## config.mk

```make
export PLATFORM = sky130hd
export DESIGN_NAME = seq_window_monitor
export DESIGN_NICKNAME = d
export VERILOG_FILES = /design/src/rtl/seq_mon_pkg.sv /design/src/rtl/seq_window_chan.sv /design/src/rtl/seq_window_monitor.sv
export SDC_FILE = /design/constraint.sdc
export NUM_CORES = 1
export LEC_CHECK = 0
export CAP_MARGIN = 20
export CORE_MARGIN = 10
export CORE_UTILIZATION = 40
export DETAILED_ROUTE_END_ITERATION = 8
export GPL_TIMING_DRIVEN = 0
export PLACE_DENSITY_LB_ADDON = 0.08
export SLEW_MARGIN = 20
export SYNTH_ARGS = -nofsm -noshare
export SYNTH_HDL_FRONTEND = slang
export SYNTH_SLANG_ARGS = --single-unit
```

## constraint.sdc

```tcl
create_clock -name clk -period 3.55 [get_ports clk]
set_input_delay 0.5325 -clock clk [delete_from_list [all_inputs] [get_ports clk]]
set_output_delay 0.5325 -clock clk [all_outputs]
set_load 0.02 [all_outputs]
```

## src/rtl/seq_mon_pkg.sv

```systemverilog
// Shared types and helpers for the start ##[MIN:MAX] stop sequence monitor.
package seq_mon_pkg;

  typedef enum logic {
    IDLE = 1'b0,
    WAIT = 1'b1
  } seq_state_e;

  function automatic logic [31:0] sat_inc(input logic [31:0] val, input logic [31:0] max_val);
    return (val >= max_val) ? max_val : val + 32'd1;
  endfunction

endpackage

```

## src/rtl/seq_window_chan.sv

```systemverilog
// One monitor channel: IDLE/WAIT FSM, elapsed-cycle counter and saturating hit counter.
module seq_window_chan
  import seq_mon_pkg::*;
#(
  parameter int CNT_W  = 4,
  parameter int HIT_W  = 8,
  parameter int RETRIG = 0
) (
  input  logic             clk,
  input  logic             rst,
  input  logic             en,
  input  logic             start_i,
  input  logic             stop_i,
  input  logic [CNT_W-1:0] min_dly,
  input  logic [CNT_W-1:0] max_dly,
  input  logic             clr_cnt,
  output logic             triggered_o,
  output logic             timeout_o,
  output logic [HIT_W-1:0] hit_cnt_o
);

  localparam logic [31:0] HIT_MAX   = 32'((64'd1 << HIT_W) - 64'd1);
  localparam logic [CNT_W:0] K_ONE  = {{CNT_W{1'b0}}, 1'b1};
  localparam bit          RETRIG_EN = (RETRIG != 0);

  seq_state_e       state_q, state_d;
  logic [CNT_W:0]   k_q, k_d;
  logic [CNT_W:0]   min_eff, max_ext;
  logic             trig_q, trig_d;
  logic             tmo_q, tmo_d;
  logic [HIT_W-1:0] hit_q, hit_d;
  logic             match, expire;

  always_comb begin
    min_eff = {1'b0, min_dly};
    if (min_dly == '0) min_eff = K_ONE;
    max_ext = {1'b0, max_dly};

    match  = en && (state_q == WAIT) && stop_i && (k_q >= min_eff) && (k_q <= max_ext);
    expire = en && (state_q == WAIT) && !match && (k_q >= max_ext);

    state_d = state_q;
    k_d     = k_q;
    trig_d  = 1'b0;
    tmo_d   = 1'b0;

    if (!en) begin
      state_d = IDLE;
      k_d     = '0;
    end else if (state_q == IDLE) begin
      if (start_i) begin
        state_d = WAIT;
        k_d     = K_ONE;
      end
    end else if (match || expire) begin
      // A start coinciding with the end of a window opens the next one immediately.
      trig_d  = match;
      tmo_d   = expire;
      state_d = start_i ? WAIT : IDLE;
      k_d     = start_i ? K_ONE : '0;
    end else if (start_i && RETRIG_EN) begin
      k_d = K_ONE;
    end else begin
      k_d = k_q + K_ONE;
    end

    hit_d = hit_q;
    if (clr_cnt) begin
      hit_d = match ? HIT_W'(1) : '0;
    end else if (match) begin
      hit_d = HIT_W'(sat_inc(32'(hit_q), HIT_MAX));
    end
  end

  always_ff @(posedge clk) begin
    if (rst) begin
      state_q <= IDLE;
      k_q     <= '0;
      trig_q  <= 1'b0;
      tmo_q   <= 1'b0;
      hit_q   <= '0;
    end else begin
      state_q <= state_d;
      k_q     <= k_d;
      trig_q  <= trig_d;
      tmo_q   <= tmo_d;
      hit_q   <= hit_d;
    end
  end

  assign triggered_o = trig_q;
  assign timeout_o   = tmo_q;
  assign hit_cnt_o   = hit_q;

endmodule

```

## src/rtl/seq_window_monitor.sv

```systemverilog
// Multi-channel start ##[MIN:MAX] stop monitor: independent channels plus a combined trigger flag.
module seq_window_monitor #(
  parameter int N_CH   = 2,
  parameter int CNT_W  = 4,
  parameter int HIT_W  = 8,
  parameter int RETRIG = 0
) (
  input  logic                        clk,
  input  logic                        rst,
  input  logic [N_CH-1:0]             en,
  input  logic [N_CH-1:0]             start_i,
  input  logic [N_CH-1:0]             stop_i,
  input  logic [N_CH-1:0][CNT_W-1:0]  min_dly,
  input  logic [N_CH-1:0][CNT_W-1:0]  max_dly,
  input  logic [N_CH-1:0]             clr_cnt,
  output logic [N_CH-1:0]             triggered_o,
  output logic [N_CH-1:0]             timeout_o,
  output logic                        any_triggered_o,
  output logic [N_CH-1:0][HIT_W-1:0]  hit_cnt_o
);

  for (genvar g = 0; g < N_CH; g++) begin : g_ch
    seq_window_chan #(
      .CNT_W (CNT_W),
      .HIT_W (HIT_W),
      .RETRIG(RETRIG)
    ) u_chan (
      .clk        (clk),
      .rst        (rst),
      .en         (en[g]),
      .start_i    (start_i[g]),
      .stop_i     (stop_i[g]),
      .min_dly    (min_dly[g]),
      .max_dly    (max_dly[g]),
      .clr_cnt    (clr_cnt[g]),
      .triggered_o(triggered_o[g]),
      .timeout_o  (timeout_o[g]),
      .hit_cnt_o  (hit_cnt_o[g])
    );
  end

  // Both inputs of the OR are flops, so this flag lines up with triggered_o.
  assign any_triggered_o = |triggered_o;

endmodule

```

==> results.json <==
{
  "outcome": "finished clean",
  "final_core_util_pct": 54.4,
  "synth_top_cells_by_count": "dfxtp_1, inv_1, ha_1",
  "wirelength_um": 5240,
  "numCtsBuffers": 5,
  "synth_area_leaders": "dfxtp_1, ha_1, inv_1, nand3_1, and3_1",
  "grt_pass1_wl_um": 8980,
  "async_reset_ff_share_pct": 0,
  "ys_warn_count": 0,
  "hpwl_um": 4150,
  "fin_cells": 373,
  "holdPathEnd": "g_ch[1].u_chan.hit_cnt_o[6]$_SDFFE_PP0P_",
  "start_util_pct": 41.3,
  "fp.dieW_um": 92.8,
  "io_pins": 47,
  "hp-start": "g_ch[1].u_chan.hit_cnt_o[6]$_SDFFE_PP0P_",
  "nets": 348,
  "fillCellCount": 504,
  "ys_ff_latch": 32,
  "die_area_mm2": 0.00861,
  "drt_pass1_iterations": 6,
  "fin_crit_sh_pct": 74.6,
  "cpPeakStageDelay_ns": 0.55,
  "irDropWorstVdd_mv": 0.187,
  "ctsResizeCount": 0,
  "die-height_um": 92.8,
  "diodes": 0,
  "r2r-end": "g_ch[0].u_chan.k_q[0]$_SDFFE_PP0P_",
  "syn_area_mm2": 0.00212,
  "skew_ns": 0.00577,
  "hold_viol": 0,
  "final-seq-area_um2": 641,
  "cts_max_level": 2,
  "io_buffers": 46,
  "reg2regPathDepth": 7,
  "synth_area_leader_cell": "dfxtp_1",
  "via_per_inst": 5.29,
  "yosysSeqAreaShare_pct": 30.2,
  "end_kind": "register",
  "synth_top_area_share_pct": 30.2,
  "slew_headroom_pct": 63.5,
  "max_freq_ghz": 0.378,
  "fin_hold_ws_ns": 0.510,
  "slew_violations": 0,
  "crit_path_top_delay_cell": "a211oi_1",
  "antenna_found_initial": 0,
  "grt.total_usage_pct": 12.6,
  "powerDensity_mw_per_mm2": 301,
  "drv_cap": 0,
  "clk_latency_ns": 0.29,
  "synth_flop_cell": "dfxtp_1",
  "drtIter0Drc": 89,
  "core_mm2": 0.00514,
  "clkTransAtPathRegs_ns": 0.06,
  "ant_nets": 0,
  "clockBufferDepth": 2,
  "crit_path_start_kind": "input pin",
  "crit_type": "in2reg",
  "ys_types": 52,
  "placed_area_mm2": 0.00267,
  "design_area_mm2": 0.00280,
  "syn_inst": 249,
  "tns_ns": 0,
  "min_path_cells": 2,
  "crit_path_cell_trace": "clkdlybuf4s50_1, inv_1, a31o_2, ha_1, nor3b_1, o21ai_1, a211oi_1, mux2i_1, a31oi_1",
  "syn2layout_area_growth_pct": 31.8,
  "grt-ovfl-total": 0,
  "multi_input_area_mm2": 0.00133,
  "synth_edf_count": 0,
  "rows": 26,
  "rsz0062_at_grt": "false",
  "cts_root_buf": "clkbuf_8",
  "setup_viol": 0,
  "cts_setup_buffers": 0,
  "place_congestion": 0.821,
  "syn_area_per_cell_um2": 8.52,
  "drive_gt1_share_pct": 10.9,
  "critPathArrivalTime_ns": 2.82,
  "grt_start_max_net_pins": 11,
  "crit_fanout": 5,
  "grt_pass1_vias": 1935,
  "synth_most_common_cell": "dfxtp_1",
  "timing.final.crit_period_ns": 2.65,
  "cts_hold_buf": 0,
  "cts_tree": "yes",
  "min_path_type": "reg2reg",
  "wire_per_inst_um": 14.0,
  "syn_nets": 295,
  "rrSetupSlack_ns": 1.36,
  "r2r-start": "g_ch[0].u_chan.k_q[0]$_SDFFE_PP0P_",
  "clock_sinks": 32,
  "tightest_slew_ns": 0.544,
  "total_leakage_power_nw": 1.15,
  "drcViolationCount": 0,
  "vias": 1972,
  "crit_required_ns": 3.72,
  "dp.cells": 365
}
==> final cells by class <==
type | instances | share of cell area [%]
buffer | 8 | 2.19
clock inverter | 1 | 1.07
multi-input combinational | 186 | 47.7
clock buffer | 7 | 3.45
inverter | 23 | 3.09
timing repair buffer | 46 | 16.5
sequential | 32 | 22.9
tap | 70 | 3.13
==> cell usage in the layout (no fill, tap or decap), types with 2 or more instances in the layout <==
master,instances
nand2b_1,5
a311oi_1,9
nand2_1,10
a211oi_2,2
mux2i_1,2
and3_1,13
inv_1,23
nand4_1,2
nor2b_1,7
a22o_1,2
o211a_1,2
ha_1,20
a31o_2,2
buf_6,2
o31ai_1,2
or2_2,4
xnor2_1,2
a211oi_1,4
nor2_1,19
buf_4,4
o21ai_0,4
nand3_1,17
dfxtp_1,32
a21oi_1,12
clkdlybuf4s50_1,46
a31oi_1,7
o21ai_1,2
clkbuf_8,7
a41oi_1,4
nor3_1,11
==> metrics by stage <==
stage	total power, mW	setup WS (ns)
2_1_floorplan	0.421	1.36
3_3_place_gp	0.463	0.625
3_5_place_dp	0.464	0.609
4_1_cts	0.852	0.907
5_1_grt	0.875	0.707
6_report	0.841	0.902
==> worst max path at each step <==
stage	startpoint	end	slack [ns]	cells past startpoint
global placement	min_dly[3]	g_ch[0].u_chan.k_q[0]$_SDFFE_PP0P_	0.62	9
CTS	min_dly[3]	g_ch[0].u_chan.k_q[0]$_SDFFE_PP0P_	0.91	9
floorplan	min_dly[3]	g_ch[0].u_chan.k_q[0]$_SDFFE_PP0P_	1.36	8
detailed placement	min_dly[3]	g_ch[0].u_chan.k_q[0]$_SDFFE_PP0P_	0.61	9
finish	min_dly[3]	g_ch[0].u_chan.k_q[0]$_SDFFE_PP0P_	0.90	9
global route	min_dly[1]	g_ch[0].u_chan.k_q[0]$_SDFFE_PP0P_	0.71	9
==> flip-flops by register name (all words and copies together), names as in the netlist <==
register                 count
g_ch.u_chan.timeout_o        2
g_ch.u_chan.triggered_o      2
g_ch.u_chan.state_q          2
g_ch.u_chan.k_q             10
g_ch.u_chan.hit_cnt_o       16
==> power breakdown <==
part	switching (mW)	leakage [nW]	internal [mW]
Combinational	0.0434	0.829	0.0478
Clock	0.138	0.0645	0.248
Sequential	0.00287	0.258	0.362
Total	0.184	1.15	0.657
==> metal layers <==
layer,GRT usage [%],wire [µm]
met1,15.6,2550
met4,4.88,76
met3,4.28,288
met2,19.5,2320
met5,0,0
==> logic make-up after synthesis <==
logic type                 count (synthesis)  share of synthesized area [%]
adders and majority gates                 20                           11.8
AOI/OAI and AO/OA                         62                           23.0
DFF                                       32                           30.2
buffers and inverters                     31                           6.96
muxes                                      2                          0.944
xor gates and xnor gates                   3                           1.24
and+or+nand+nor                           99                           25.8
==> critical path, delay by kind of cell <==
family	cells	cell delay, ns
buffers and inverters	2	0.50
AO/OA/AOI/OAI	4	1.07
adder cells (fa/ha/maj)	1	0.27
multiplexers	1	0.24
AND/OR/NAND/NOR	1	0.19
Note: power is estimated with default switching activity, not from simulation.
